### config.mk
export PLATFORM = sky130hd
export DESIGN_NAME = modulo_add_ctrl
export DESIGN_NICKNAME = d
export VERILOG_FILES = /design/src/rtl/modulo_add_ctrl.sv
export SDC_FILE = /design/constraint.sdc
export NUM_CORES = 1
export LEC_CHECK = 0
export CORE_MARGIN = 3
export CORE_UTILIZATION = 45
export DETAILED_ROUTE_END_ITERATION = 12
export PLACE_DENSITY = 0.85
export SYNTH_ARGS = -nofsm -noshare
export SYNTH_HDL_FRONTEND = slang
export SYNTH_SLANG_ARGS = --single-unit
### constraint.sdc
create_clock -name clk -period 4.2 [get_ports clk]
set_clock_uncertainty 0.15 [all_clocks]
set_input_delay 1.05 -clock clk [delete_from_list [all_inputs] [get_ports clk]]
set_output_delay 1.05 -clock clk [all_outputs]
set_load 0.01 [all_outputs]
### src/rtl/modulo_add_ctrl.sv
// modulo_add_ctrl -- sequencer for an end-around-carry modulo (2^W-1) adder.
//   Drives an external W-bit adder over one or two passes. Pass one adds the
//   operands. If that add carries out, pass two adds 1 to the low W bits.
//   A result of all-ones is congruent to 0 and is reported as 0.
//
// Optional feature, macro MODADD_ACC_EN:
//   Adds the acc_clr port and a W-bit accumulator. Operand A is taken from
//   the accumulator instead of in_a. The accumulator is loaded with out_sum
//   on the DONE handshake, and acc_clr zeroes it while the FSM is in IDLE.
//
// Ports:
//   clk, rst_n          clock; synchronous active-low reset
//   in_valid/in_ready   operand handshake; in_ready is high only in IDLE
//   in_a, in_b          operands (in_a is ignored when MODADD_ACC_EN is set)
//   add_a, add_b        operands to the external adder; 0 when no add is running
//   add_sum             external adder result, W+1 bits, bit W is the carry
//   out_valid/out_ready result handshake
//   out_sum, corr       normalized result and end-around-correction flag
//   busy                high in every state except IDLE
//   acc_clr             (MODADD_ACC_EN only) clear the accumulator in IDLE
module modulo_add_ctrl #(
  parameter int W = 8
) (
  input  logic         clk,
  input  logic         rst_n,
  input  logic         in_valid,
  output logic         in_ready,
  input  logic [W-1:0] in_a,
  input  logic [W-1:0] in_b,
  output logic [W-1:0] add_a,
  output logic [W-1:0] add_b,
  input  logic [W:0]   add_sum,
  output logic         out_valid,
  input  logic         out_ready,
  output logic [W-1:0] out_sum,
  output logic         corr,
  output logic         busy
`ifdef MODADD_ACC_EN
  ,
  input  logic         acc_clr
`endif
);

  typedef enum logic [1:0] {IDLE, ADD, CORRECT, DONE} state_t;

  state_t       state, nxt;
  logic [W-1:0] op_a, op_b;
  // The carry out of the first pass only steers the FSM, and the correction
  // pass cannot carry again. Only the low W bits of the sum are kept.
  logic [W-1:0] sum;
  logic         corr_r;
  logic [W-1:0] a_src;
  logic [W-1:0] res;

`ifdef MODADD_ACC_EN
  logic [W-1:0] acc;
  // A clear in the same cycle as an accepted operand pair takes effect
  // immediately, so that operation uses A = 0.
  assign a_src = acc_clr ? '0 : acc;
`else
  assign a_src = in_a;
`endif

  // An all-ones value is the second encoding of zero.
  assign res = (&sum) ? '0 : sum;

  // State register
  always_ff @(posedge clk) begin
    if (!rst_n) state <= IDLE;
    else        state <= nxt;
  end

  // Next-state logic
  always_comb begin
    nxt = state;
    case (state)
      IDLE:    if (in_valid) nxt = ADD;
      ADD:     nxt = add_sum[W] ? CORRECT : DONE;
      CORRECT: nxt = DONE;
      DONE:    if (out_ready) nxt = IDLE;
      default: nxt = IDLE;
    endcase
  end

  // Output logic
  always_comb begin
    in_ready  = (state == IDLE);
    busy      = (state != IDLE);
    out_valid = (state == DONE);
    add_a     = '0;
    add_b     = '0;
    out_sum   = '0;
    corr      = 1'b0;
    case (state)
      ADD: begin
        add_a = op_a;
        add_b = op_b;
      end
      CORRECT: begin
        add_a = sum;
        add_b = W'(1);
      end
      DONE: begin
        out_sum = res;
        corr    = corr_r;
      end
      default: ;
    endcase
  end

  // Datapath registers
  always_ff @(posedge clk) begin
    if (!rst_n) begin
      op_a   <= '0;
      op_b   <= '0;
      sum    <= '0;
      corr_r <= 1'b0;
`ifdef MODADD_ACC_EN
      acc    <= '0;
`endif
    end else begin
      case (state)
        IDLE: if (in_valid) begin
          op_a   <= a_src;
          op_b   <= in_b;
          sum    <= '0;
          corr_r <= 1'b0;
        end
        ADD:     sum <= add_sum[W-1:0];
        CORRECT: begin
          sum    <= add_sum[W-1:0];
          corr_r <= 1'b1;
        end
        default: ;
      endcase
`ifdef MODADD_ACC_EN
      if (state == IDLE && acc_clr)        acc <= '0;
      else if (state == DONE && out_ready) acc <= res;
`endif
    end
  end

endmodule
Word level (Yosys, flattened, before mapping)

Cells that the tools add are included.

Multiplexer cells: 13
Reduce and logical (&&, ||, !) cells: 10
Equality and inequality tests: 5

Operator list:

| cell                                           | count |
|---|---|
| case mux 8 bit (2 select lines)                | 3 |
| 2-to-1 mux 8 bit                               | 3 |
| case mux 2 bit (4 select lines)                | 1 |
| AND reduction 2 bit                            | 4 |
| AND reduction 8 bit                            | 1 |
| nonzero test 2 bit                             | 3 |
| == test 2 bit (second input constant)          | 2 |
| 2-to-1 mux 2 bit                               | 2 |
| 2-to-1 mux 1 bit                               | 3 |
| == test 2 x 1 -> 1 bit (second input constant) | 1 |
| logical NOT 2 bit                              | 1 |
| != test 2 x 1 -> 1 bit (second input constant) | 1 |
| != test 2 bit (second input constant)          | 1 |
| case mux 1 bit (2 select lines)                | 1 |
| OR reduction 2 bit                             | 1 |

Flip-flop bits (word level): 27
Logic and storage cells: 33
Output and inout port bits: 28
Bits of input ports: 29

Depth between registers and ports, before layout

Gate-level depths: netlist of run 1.

Depth after elaboration: 4
Gate-level depth with buffers: 8
Depth with buffers taken out: 5

Least setup slack after synthesis of run 1

OpenSTA, ideal clock, no wires.

Path type: reg2out
From: reg state[1]
To: out add_b[1]
Required time: 3.000 ns
Slack: 1.696 ns
Buffers on the path: 2
Stages on the path, launching flop included: 6
Arrival time: 1.304 ns
Cell sequence: dfxtp_1 -> inv_1 -> ha_1 -> clkbuf_2 -> clkbuf_1 -> and3_1

Cells in the longest elaborated chain, start to end: 2
Elaborated cells on any way between the ends: 3

Ends and longest elaborated chain:

| what                                                           | line | text |
|---|---|---|
| start: declaration                                             | 46   | `state_t state, nxt;` |
| start signal: assignment                                       | 70   | `else state <= nxt;` |
| == test 2 bit / == test 2 x 1 -> 1 bit (equally long branches) | 94   | `case (state)` |
| case mux 8 bit (2 select lines) (*)                            | 94   |  |
| end: declaration                                               | 31   | `output logic [W-1:0] add_b,` |

Mark *: on every way between the ends. The rest lies on a longest branch, timed or not.

Final worst setup path of run 1

From: reg state[1]
To: out add_b[5]

The elaborated chain is that of the path after synthesis.

==> flow_metrics.py, run 1 <==
metrics = {
    "run_status": {
        "status": "finished, final reports clean",
    },
    "timing": {
        "timing.setup.tns_ps": 0,
        "rsz0062_at_grt": "false",
        "fin_crit_ps": 3620,
        "max_freq_mhz": 276,
        "worst_pin_slew_ps": 669,
        "holdWs_ps": 311,
        "setup_violations": 0,
        "fin_crit_sh": 0.862,
        "hold_violations": 0,
        "drv_slew": 0,
        "slew-limit-headroom": 0.552,
    },
    "pwr": {
        "combPwrFrac": 0.516,
        "finalPower_uw": 997,
        "seqPwrFrac": 0.374,
        "power_density_mw_per_mm2": 530,
        "p_clk_frac": 0.110,
        "peakVddDrop_mv": 0.335,
        "power.switching_uw": 422,
        "p_sw_frac": 0.423,
        "p_leak_nw": 0.691,
        "p_int_uw": 575,
    },
    "global_routing": {
        "top_usage_layer": "met2",
        "grt_max_degree": 27,
        "use_met3": 0.0497,
        "antenna_found_initial": 0,
        "gr-total-overflow": 0,
        "grt_use_met1": 0.243,
        "grt_pass1_vias": 1249,
        "grt_usage": 0.200,
        "use_met2": 0.347,
        "grt_pass1_wl_um": 5590,
    },
    "clock_tree": {
        "cts.sinks": 27,
        "cts-resized-gates": 0,
        "cts_tree": "built",
        "cts_root_buf": "clkbuf_4",
        "cts_made_buffers": 3,
        "cts_hold_buf": 0,
        "cts_setup_buffers": 0,
        "cts_buffer_depth": 2,
        "h-tree-depth": 1,
        "insertion_delay_ps": 310,
        "clk_pin_slew_ps": 140,
    },
    "worst_setup_path": {
        "ff2ff_setup_slack_ps": 2100,
        "arrival_ps": 2420,
        "worstRegToRegCells": 5,
        "regToRegEndpoint": "sum[2]",
        "cp.required_ps": 3000,
        "critical_path.startpoint": "state[1]",
        "r2r_start": "state[1]",
        "crit_type": "reg -> out",
        "cp-start-kind": "flop",
        "end_kind": "output pin",
        "crit_chain": "inv_1 > ha_1 > and3_1 > clkdlybuf4s50_1",
        "cpMaxStageDelayCell": "ha_1",
        "cp_max_fo": 26,
        "worst_path_largest_cell_delay_ps": 730,
    },
    "synthesis": {
        "synth_cells": 166,
        "synth-seq-cells": 27,
        "synth_flop_cell": "dfxtp_1",
        "synth_edf_count": 0,
        "synth_cell_type_count": 27,
        "yosysWarnings": 0,
        "synth-async-reset-ratio": 0,
        "syn-mean-instance-area_um2": 7.97,
        "synth_nets": 199,
        "syn-cell-area_mm2": 0.00132,
        "seq_area_frac_synth": 0.408,
    },
    "detailed_routing": {
        "ant_nets": 0,
        "drtIter0Drc": 57,
        "vias": 1327,
        "via_per_inst": 5.44,
        "wirelength_um": 3490,
        "post-route-drc-count": 0,
        "drt_first_pass_iters": 4,
        "wl_per_cell_um": 14.3,
    },
    "place": {
        "hpwl_um": 2520,
        "dp_cells": 240,
        "port-buffer-count": 56,
        "place_congestion": 0.758,
    },
    "min_path": {
        "hold-path-cell-count": 2,
        "hold_path_end": "op_b[5]",
        "hold_start": "op_b[5]",
        "min_path_type": "reg -> reg",
    },
    "finish": {
        "post-route-util": 0.676,
        "area.growth.synth_to_final_pct": 42.1,
        "drive_gt1_frac": 0.0235,
        "fin_cells": 244,
        "nets": 247,
        "diodes": 0,
    },
    "die": {
        "die-width_um": 60.2,
        "io_pins": 57,
        "coreArea_mm2": 0.00278,
        "initial_utilization": 0.476,
        "fp.dieArea_mm2": 0.00363,
        "die_y_um": 60.2,
        "num_rows": 19,
    },
    "run": {
        "drv_cap": 0,
    },
}
## layout make-up
cell class	count	area, um2
sequential	27	541
inverter	5	18.8
clock buffer	4	26.3
timing repair buffer	56	561
multi-input combinational	121	696
tap	31	38.8
fill	230	901
## synthesized netlist by cell type (2+ instances only)
library cell / number / area (um2)
nand2_1: 32 / 120
clkbuf_2: 2 / 10.0
and3_1: 7 / 43.8
clkbuf_1: 6 / 22.5
dfxtp_1: 27 / 541
nor2b_1: 11 / 68.8
buf_4: 2 / 15.0
nand4_1: 2 / 12.5
a22oi_1: 8 / 60.1
a32oi_1: 8 / 70.1
a21oi_1: 19 / 95.1
o21ai_0: 2 / 10.0
buf_2: 2 / 10.0
ha_1: 4 / 50.1
inv_1: 4 / 15.0
and2_1: 10 / 62.6
nor2_1: 10 / 37.5
## stage by stage
stage / instance area [um2] / setup WS, ps
global route: 1880 / 452
global placement: 1850 / 1090
CTS: 1880 / 609
finish: 1880 / 579
floorplan: 1320 / 1700
detailed placement: 1850 / 996
## how the worst max path moves through the flow
stage                           to
after floorplan           add_b[1]
after global placement    add_b[6]
after detailed placement  add_b[5]
after CTS                 add_b[5]
after global routing      add_b[5]
final                     add_b[5]
## sequential cells by signal (all words and copies together) (netlist names)
name    flops
op_a        8
sum         8
state       2
corr_r      1
op_b        8
## kinds of logic (layout without fill, tap and decap cells)
| family | count (synthesis) | count (layout) | share of synthesized area |
|---|---|---|---|
| AOI/OAI and AO/OA | 40 | 40 | 0.196 |
| and+or+nand+nor | 76 | 76 | 0.282 |
| adders and majority gates | 4 | 4 | 0.0378 |
| DFF | 27 | 27 | 0.408 |
| buffers and inverters | 18 | 65 | 0.0662 |
| muxes | 1 | 1 | 0.0104 |
## per-layer routing
metal | up-vias | wire length [um]
met3 | 6 | 301
met2 | 57 | 1710
li1 | 664 | -
met4 | 0 | 41
met5 | - | 0
met1 | 600 | 1440
## critical path: cells and delay by family (launching register included)
family | cells | cell delay (ps)
buffers and inverters | 2 | 650
adders and majority gates | 1 | 730
and+or+nand+nor | 1 | 280
DFF | 1 | 440
## cell usage in the layout (no fill, tap or decap)
cell type        instances
inv_1                    4
nand2_2                  1
nand4_1                  2
a21oi_1                 19
nor2b_1                 11
o31ai_1                  1
a22oi_1                  8
a2111oi_0                1
clkbuf_4                 3
and3_1                   7
mux2i_2                  1
nor2_1                  10
o21ai_0                  2
and2_1                  10
dfxtp_1                 27
nand2b_1                 1
nand3b_1                 1
o21a_1                   1
a32oi_1                  8
nor3b_1                  1
nand2_1                 32
ha_1                     4
clkdlybuf4s50_1         56
clkinv_1                 1
clkbuf_1                 1
## power groups by stage
stage	Sequential, mW	Combinational, mW	Clock [mW]
after CTS	0.371	0.513	0.112
final	0.373	0.514	0.110
after detailed placement	0.377	0.509	0
after floorplan	0.359	0.383	0
after global placement	0.372	0.493	0
after global routing	0.381	0.563	0.123
No activity file was read; power rests on OpenSTA's default activity.
==> run 2: changes to the inputs <==
--- a/config.mk
+++ b/config.mk
@@ -9,6 +9,7 @@
 export CORE_UTILIZATION = 45
 export DETAILED_ROUTE_END_ITERATION = 12
 export PLACE_DENSITY = 0.85
+export SLEW_MARGIN = 20
 export SYNTH_ARGS = -nofsm -noshare
 export SYNTH_HDL_FRONTEND = slang
 export SYNTH_SLANG_ARGS = --single-unit
==> constraint.sdc (replaced) <==
create_clock -name clk -period 4.4 [get_ports clk]
set_clock_uncertainty 0.15 [all_clocks]
set_input_delay 1.1 -clock clk [delete_from_list [all_inputs] [get_ports clk]]
set_output_delay 1.1 -clock clk [all_outputs]
set_load 0.01 [all_outputs]
==> results of run 2 <==
Same layout as run 1 (identical final DEF). Status: finished, final reports clean.
Among the figures that moved: setup slack after placement 996 ps -> 1150 ps; setup slack after layout 579 ps -> 729 ps; register-to-register setup slack 2100 ps -> 2300 ps; total power 0.997 mW -> 0.952 mW; worst IR drop on VDD 0.335 mV -> 0.320 mV
